## src/rtl/knight_tour_solver.sv

```systemverilog
// knight_tour_solver: DFS knight's tour on an NxN board; in: clk, rst_n, go, x_start, y_start, indx; out: move (one-hot at indx), busy, done, fail
module knight_tour_solver #(
  parameter int N = 5,
  parameter int IDX_W = (N * N > 1) ? $clog2(N * N) : 1
) (
  input  logic             clk,
  input  logic             rst_n,
  input  logic             go,
  input  logic [2:0]       x_start,
  input  logic [2:0]       y_start,
  input  logic [IDX_W-1:0] indx,
  output logic [7:0]       move,
  output logic             busy,
  output logic             done,
  output logic             fail
);
  typedef enum logic [2:0] {IDLE, INIT, POSS, MOVE, BACKUP, DONE, FAIL} state_t;
  localparam logic signed [4:0] DX [8] = '{5'sd1, -5'sd1, -5'sd2, -5'sd2, -5'sd1, 5'sd1, 5'sd2, 5'sd2};
  localparam logic signed [4:0] DY [8] = '{5'sd2, 5'sd2, 5'sd1, -5'sd1, -5'sd2, -5'sd2, -5'sd1, 5'sd1};
  localparam logic signed [4:0] NS = 5'(N);
  localparam logic [3:0] NU = 4'(N);
  localparam logic [5:0] LAST = 6'(N * N - 1);
  state_t state, nxt;
  logic [63:0] visited;
  logic [7:0] stk [64];
  logic [5:0] cnt, cur_i, tgt_i, ri;
  logic [2:0] xx, yy, bx, by;
  logic [7:0] bound, poss, poss_c, above, cand, pick, bm;
  logic signed [4:0] px [8];
  logic signed [4:0] py [8];
  logic signed [4:0] tx, ty;
  logic accept, start_ok;
  function automatic logic signed [4:0] ddx(input logic [7:0] m);
    ddx = '0;
    for (int i = 0; i < 8; i++) if (m[i]) ddx = DX[i];
  endfunction
  function automatic logic signed [4:0] ddy(input logic [7:0] m);
    ddy = '0;
    for (int i = 0; i < 8; i++) if (m[i]) ddy = DY[i];
  endfunction
  assign accept   = go && (state == IDLE || state == DONE || state == FAIL);
  assign start_ok = ({1'b0, x_start} < NU) && ({1'b0, y_start} < NU);
  assign busy     = state == INIT || state == POSS || state == MOVE || state == BACKUP;
  assign done     = state == DONE;
  assign fail     = state == FAIL;
  assign ri       = 6'(indx);
  assign move     = (done && ri < LAST) ? stk[ri] : 8'h00;
  assign cur_i    = 6'(int'(yy) * N + int'(xx));
  // Candidate moves are checked in signed coordinates so off-board squares never index the board.
  always_comb begin
    poss_c = '0;
    for (int i = 0; i < 8; i++) begin
      px[i] = $signed({2'b00, xx}) + DX[i];
      py[i] = $signed({2'b00, yy}) + DY[i];
      if (px[i] >= 0 && px[i] < NS && py[i] >= 0 && py[i] < NS)
        poss_c[i] = !visited[6'(int'(py[i]) * N + int'(px[i]))];
    end
  end
  // A zero bound means a fresh square: every candidate is eligible.
  assign above = (bound == 8'h00) ? 8'hff : ~(bound | (bound - 8'd1));
  assign cand  = poss & above;
  assign pick  = cand & (~cand + 8'd1);
  assign tx    = $signed({2'b00, xx}) + ddx(pick);
  assign ty    = $signed({2'b00, yy}) + ddy(pick);
  assign tgt_i = 6'(int'(ty) * N + int'(tx));
  assign bm    = stk[cnt - 6'd1];
  assign bx    = xx - 3'(ddx(bm));
  assign by    = yy - 3'(ddy(bm));
  always_ff @(posedge clk or negedge rst_n)
    if (!rst_n) state <= IDLE;
    else state <= nxt;
  always_comb begin
    nxt = state;
    case (state)
      IDLE, DONE, FAIL: nxt = accept ? (start_ok ? INIT : FAIL) : state;
      INIT:   nxt = (LAST == 6'd0) ? DONE : POSS;
      POSS:   nxt = MOVE;
      MOVE:   nxt = (pick != 8'h00) ? ((cnt + 6'd1 == LAST) ? DONE : POSS) : BACKUP;
      BACKUP: nxt = (cnt == 6'd0) ? FAIL : POSS;
      default: nxt = IDLE;
    endcase
  end
  always_ff @(posedge clk or negedge rst_n)
    if (!rst_n) begin
      cnt   <= '0;
      xx    <= '0;
      yy    <= '0;
      bound <= '0;
      poss  <= '0;
    end else begin
      case (state)
        IDLE, DONE, FAIL: if (accept) begin
          xx <= x_start;
          yy <= y_start;
        end
        INIT: begin
          cnt   <= '0;
          bound <= '0;
        end
        POSS: poss <= poss_c;
        MOVE: if (pick != 8'h00) begin
          xx    <= tx[2:0];
          yy    <= ty[2:0];
          cnt   <= cnt + 6'd1;
          bound <= '0;
        end
        BACKUP: if (cnt != 6'd0) begin
          xx    <= bx;
          yy    <= by;
          cnt   <= cnt - 6'd1;
          bound <= bm;
        end
        default: ;
      endcase
    end
  always_ff @(posedge clk)
    case (state)
      INIT: visited <= 64'd1 << cur_i;
      MOVE: if (pick != 8'h00) begin
        visited[tgt_i] <= 1'b1;
        stk[cnt]       <= pick;
      end
      BACKUP: if (cnt != 6'd0) visited[cur_i] <= 1'b0;
      default: ;
    endcase
endmodule

```

## config.mk

```make
export PLATFORM = sky130hd
export DESIGN_NAME = knight_tour_solver
export DESIGN_NICKNAME = d
export VERILOG_FILES = /design/src/rtl/knight_tour_solver.sv
export SDC_FILE = /design/constraint.sdc
export NUM_CORES = 1
export LEC_CHECK = 0
export ABC_AREA = 1
export ABC_CLOCK_PERIOD_IN_PS = 9100
export CAP_MARGIN = 10
export CORE_MARGIN = 2
export CORE_UTILIZATION = 36
export CTS_BUF_LIST = sky130_fd_sc_hd__clkbuf_4 sky130_fd_sc_hd__clkbuf_8
export DETAILED_ROUTE_END_ITERATION = 16
export GPL_ROUTABILITY_DRIVEN = 0
export SLEW_MARGIN = 40
export SYNTH_ARGS = -nofsm -noshare
export SYNTH_HDL_FRONTEND = slang
export SYNTH_SLANG_ARGS = --single-unit
```

## constraint.sdc

```tcl
create_clock -name clk -period 9.1 [get_ports clk]
set_input_delay 1.365 -clock clk [delete_from_list [all_inputs] [get_ports clk]]
set_output_delay 1.365 -clock clk [all_outputs]
set_load 0.02 [all_outputs]
```

==> metrics, run 1 <==
outcome=finished clean; I/O Buffers=24; Vias=28.43k; Critical Path Most Common Cell=nand2_1; EDFF count, synth=576; CTS Sinks=607; CP max FO=65; Worst-Margin Slew=969.5 ps; GRT overflow=0; Synth area leader=edfxtp_1; Mapped Cells=3703; total CTS buffers=105; Max Slew Vio Count=0; DR WL/cell=21.37 µm; Reg clk slew, reported paths=60 ps; Worst-Skew Late Latency=770 ps; Root Buffer=clkbuf_8; crit-path leading delay family=simple AND/OR/NAND/NOR gates; prevailing post-synth register cell=edfxtp_1; Worst R2R Start=bound[0]; most numerous cell in the Yosys netlist=o21ai_0; Post-Route WL=107.1 mm; fin crit share=0.6898; 1st-iter DRT viols=3170; commonest cells in the netlist=o21ai_0 (636), edfxtp_1 (576), nand2_1 (574); DP HPWL=64.91 mm; async set-reset flop share out of synthesis=0.05107; layout cells sized above 1=0.09819; Initial Util=0.3643; Worst Skew=83.49 ps; total core area=0.09361 mm²; Adder-Cell Fraction of Synth Area=0.03999; slowest stage delay, CP=530 ps; max-cap viol count=0; Antenna Violating Nets Remaining=0; hold path depth=2; R2R depth=27; final core utilization=0.4058; final setup fails=0; Worst Setup Path Type=register to register; crit path time final=6277 ps; Die H=311.8 µm; hold buffers post-CTS=0; Setup Fix Bufs, Post-CTS=0; main combinational cell family by area after synthesis=simple AND/OR/NAND/NOR gates; Ys Warns=0; average size of a mapped cell=9.209 µm²; Mapped Nets=3817; WP depth=27; Final Hold Fails=0; RSZ-0062 raised after global routing=no; PostCTS Resize Cnt=0; crit end category=register; cell row count=112; largest net degree at the start of global routing=160; die width=311.8 µm; All-Layer GR Usage=0.2134; Initial DRT Pass Iterations=8; TritonCTS clock tree=done; DRC=0; CTS Buffer Depth=3; Worst EP required=9710 ps; setup TNS=0 ps; Rel. slew slack=0.3468; post-synthesis sequential area ratio=0.5299; Critical Path Source=bound[0]; Yosys cell types=61; die area=0.09721 mm²; IO Pins=25; post-synthesis mux area share=0.009392; simple-gate area share of the yosys netlist=0.1759; reg2reg end=visited[39]; startpoint types=register; initial antenna violation count=2; critical path endpoint=visited[39]; post-synthesis xor/xnor area fraction=0.01629; Synth area leaders=edfxtp_1 (51%), o21ai_0 (9.3%), nand2_1 (6.3%); post-synth top area share=0.5072; vias in the first global route=26.28k; Slowest cell on crit path=fa_1; Synth Register Bits=607; flop2flop setup slack=2820 ps; maximum clock rate=159.3 MHz; Worst Hold Launch=poss[4]; Hold Path Class=register to register; vias per cell=5.671; NumNets Final=3790; Layout area overhead=11.38%; H-Tree Level Count=3; first-pass GRT wire length=161.3 mm; Synth Area in Compound Gates=0.1735; CP arrival=6890 ps; Worst Path Buf+Inv=3; Mapped Area=0.03410 mm²
-- registers in the layout, indices dropped and copies added, names as in the netlist --
| signal | flops |
|---|---|
| bound | 8 |
| poss | 8 |
| stk | 512 |
| state | 3 |
| visited | 64 |
| cnt | 6 |
| yy | 3 |
| xx | 3 |
-- how the worst min path moves through the flow --
| stage | to | slack (ps) |
|---|---|---|
| after detailed placement | poss[4] | 510 |
| after global routing | poss[0] | 550 |
| after floorplan | poss[4] | 470 |
| final | poss[4] | 520 |
| after global placement | poss[4] | 510 |
| after CTS | poss[4] | 520 |
-- layout by cell type, fill, tap and decap left out, drive strengths merged, types with 3 or more instances in the layout --
cell type	n
ha	85
nor2	520
edfxtp	576
xnor2	25
o21ai	640
o21a	3
xor2	31
inv	247
a211oi	25
fa	15
o221ai	90
mux2i	32
clkinv	39
nor3	37
o211ai	68
bufinv	6
o32ai	9
nand2	587
nand3	212
a31oi	17
a22oi	7
a21oi	93
buf	69
clkdlybuf4s50	21
nand4	53
o21bai	11
dfrtp	31
o22ai	42
clkbuf	147
-- metal layers --
metal / global-route usage / vias to the layer above / wire length, µm
li1: - / 13170 / -
met1: 0.3097 / 13730 / 46790
met2: 0.3248 / 1317 / 48170
met3: 0.03148 / 211 / 9030
met4: 0.07321 / 2 / 3129
met5: 0 / - / 10
-- tightest hold or removal path, cell delays in order, from the launching register on --
cell     delay (ps)
dfrtp_1         370
nand2_1          60
nand2_1          50
-- through the flow --
stage	area, µm²	worst slack (ps)	cells	hold WS, ps
finish	37990	2823	5013	518.8
global route	37990	2291	5013	552.7
CTS	37920	2812	5012	524.5
detailed placement	35770	2791	4823	508.7
global placement	35520	2632	4816	510.6
floorplan	34100	2819	3703	469.2
-- layout make-up --
type / count / area (µm²)
antenna: 1 / 2.502
clock buffer: 147 / 1760
clock inverter: 42 / 390.4
fill: 9236 / 55620
inverter: 251 / 960.9
multi-input combinational: 2621 / 14440
sequential: 607 / 18080
tap: 1254 / 1569
timing repair buffer: 90 / 782.0
-- kinds of logic after synthesis --
group / count (synthesis)
XOR/XNOR: 57
adder cells (fa/ha/maj): 100
buffers and inverters: 475
multiplexers: 32
AO/OA/AOI/OAI: 1017
AND/OR/NAND/NOR: 1415
flip-flops: 607
Power of run 1 is left out: the tool's default activity adds up to more than one toggle a clock period on the data nets, which glitch-free logic cannot reach.
==> run 2: changes to the inputs <==
--- a/config.mk
+++ b/config.mk
@@ -6,7 +6,7 @@
 export NUM_CORES = 1
 export LEC_CHECK = 0
 export ABC_AREA = 1
-export ABC_CLOCK_PERIOD_IN_PS = 9100
+export ABC_CLOCK_PERIOD_IN_PS = 5550
 export CAP_MARGIN = 10
 export CORE_MARGIN = 2
 export CORE_UTILIZATION = 36
==> constraint.sdc (replaced) <==
create_clock -name clk -period 5.55 [get_ports clk]
set_input_delay 0.8325 -clock clk [delete_from_list [all_inputs] [get_ports clk]]
set_output_delay 0.8325 -clock clk [all_outputs]
set_load 0.02 [all_outputs]
==> metrics, run 2 (synthesis results as in run 1) <==
outcome=finished clean; Setup WS pre-CTS=-28.78 ps (-2820 ps); initial antenna violation count=2 (unchanged); DRC=0 (unchanged); CP arrival=5760 ps (-1130 ps); largest register by flop count=stk; Worst-Skew Late Latency=740 ps (-30 ps); die area=0.09721 mm² (unchanged); largest net degree at the start of global routing=169 (+5.6%); hold buffers post-CTS=0 (unchanged); GRT overflow=0 (unchanged); I/O Buffers=24 (unchanged); vias per cell=5.679 (+0.14%); Layout area overhead=12.95%; total CTS buffers=103 (-1.9%); most frequent cells in the layout=o21ai_0 (622), edfxtp_1 (576), nand2_1 (570); total core area=0.09361 mm² (unchanged); fillers=9218 (-0.19%); Initial Util=0.3643 (unchanged); Hold Path Class=input pin to async pin; 1st-iter DRT viols=3336 (+5.2%); final setup fails=0 (unchanged); TritonCTS clock tree=done; cell row count=112 (unchanged); Root Buffer=clkbuf_8; CTS Buffer Depth=3 (unchanged); vias in the first global route=27.41k (+4.3%); max reg flops=512 (unchanged); layout cells sized above 1=0.1067 (+0.008550); first-pass GRT wire length=164.0 mm (+1.7%); CTS Sinks=607 (unchanged); Post-Route WL=108.0 mm (+0.78%); DR WL/cell=21.30 µm (-0.33%); fin crit share=0.9597 (+0.2698); Initial DRT Pass Iterations=8 (unchanged); Worst Setup Path Type=register to register; maximum clock rate=187.8 MHz (+18%); Rel. slew slack=0.3735 (+0.02660); Final Hold Fails=0 (unchanged); crit end category=register; leading registers by flop count=stk x512, visited x64; Vias=28.79k (+1.3%); max-cap viol count=0 (unchanged); Die H=311.8 µm (unchanged); Antenna Violating Nets Remaining=0 (unchanged); H-Tree Level Count=3 (unchanged); commonest non-fill, non-tap cell in the layout=o21ai_0; CP max FO=8 (-88%); Worst-Margin Slew=937.2 ps (-32.29 ps); worst setup margin=223.9 ps (-2599 ps); Reg clk slew, reported paths=70 ps (about the same); crit path time final=5326 ps (-951.2 ps); die width=311.8 µm (unchanged); DP HPWL=67.28 mm (+3.6%); Max Slew Vio Count=0 (unchanged); Worst EP required=5980 ps (-3730 ps); Worst Skew=72.28 ps (-11.21 ps); NumNets Final=3849 (+1.6%); All-Layer GR Usage=0.2152 (+0.001814); startpoint types=register; IO Pins=25 (unchanged)
[run 2: repair_timing]
action / 4_1_cts / 5_1_grt
pin swaps: 1 / 28
setup endpoints to repair: 32 / 64
gates resized for setup: 2 / 27
endpoints found under the hold margin: 0 / 0
cloned: 0 / 4
setup buffers: 0 / 9
[run 2: final timing paths]
check | start | end | slack (ps) | depth (start not counted)
setup reg to reg | bound[0] | visited[25] | 220 | 27
hold reg to reg | poss[0] | poss[0] | 530 | 2
max in group asynchronous | rst_n | cnt[0] | 4690 | 2
hold / removal | rst_n | poss[5] | 510 | 2
setup / recovery | bound[0] | visited[25] | 220 | 27
min in group clk | poss[0] | poss[0] | 530 | 2
[run 2: final cells by class]
| class | instances | area (µm²) | share of cell area |
|---|---|---|---|
| clock inverter | 42 | 301.5 | 0.007828 |
| inverter | 251 | 959.7 | 0.02491 |
| antenna | 2 | 5.005 | 0.0001299 |
| tap | 1254 | 1569 | 0.04073 |
| clock buffer | 141 | 1722 | 0.04469 |
| timing repair buffer | 149 | 1391 | 0.03612 |
| multi-input combinational | 2623 | 14500 | 0.3763 |
| sequential | 607 | 18080 | 0.4693 |
[run 2: stage by stage]
step	std cells	hold slack, ps	TNS (ps)	area [µm²]	util
floorplan	3703	469.2	-26980	34160	-
global placement	4867	505.2	0	36050	0.3851
detailed placement	4869	511.8	-174.5	36160	0.3863
CTS	5052	467.6	0	38190	0.4080
global route	5069	516.1	-3.594	38520	0.4115
finish	5069	506.3	0	38520	0.4115
[run 2: metal layers]
layer | share of wire | GRT usage
met5 | 0 | 0
met4 | 0.022 | 0.06239
met3 | 0.10 | 0.04259
met2 | 0.45 | 0.3324
met1 | 0.43 | 0.3057
[run 2: critical path: stages (launching register included)]
cell and delay (ps):
dfrtp_1 410, nor2_4 180, nor2_2 80, nor2_4 160, nor2_8 60, nor2_8 180
nand3_4 100, nor4_4 380, nor2_4 70, nand2_1 80, ha_2 180, fa_2 480
ha_4 290, inv_2 30, fa_1 550, inv_2 50, ha_4 280, nand2_4 50
o21ai_4 140, xor2_2 210, xor3_1 350, nand3_2 120, nand2_8 140, clkbuf_16 210
nand4_1 70, nand2_1 50, nand2_1 50, nand2_1 60
Power of run 2 is left out for the same reason.
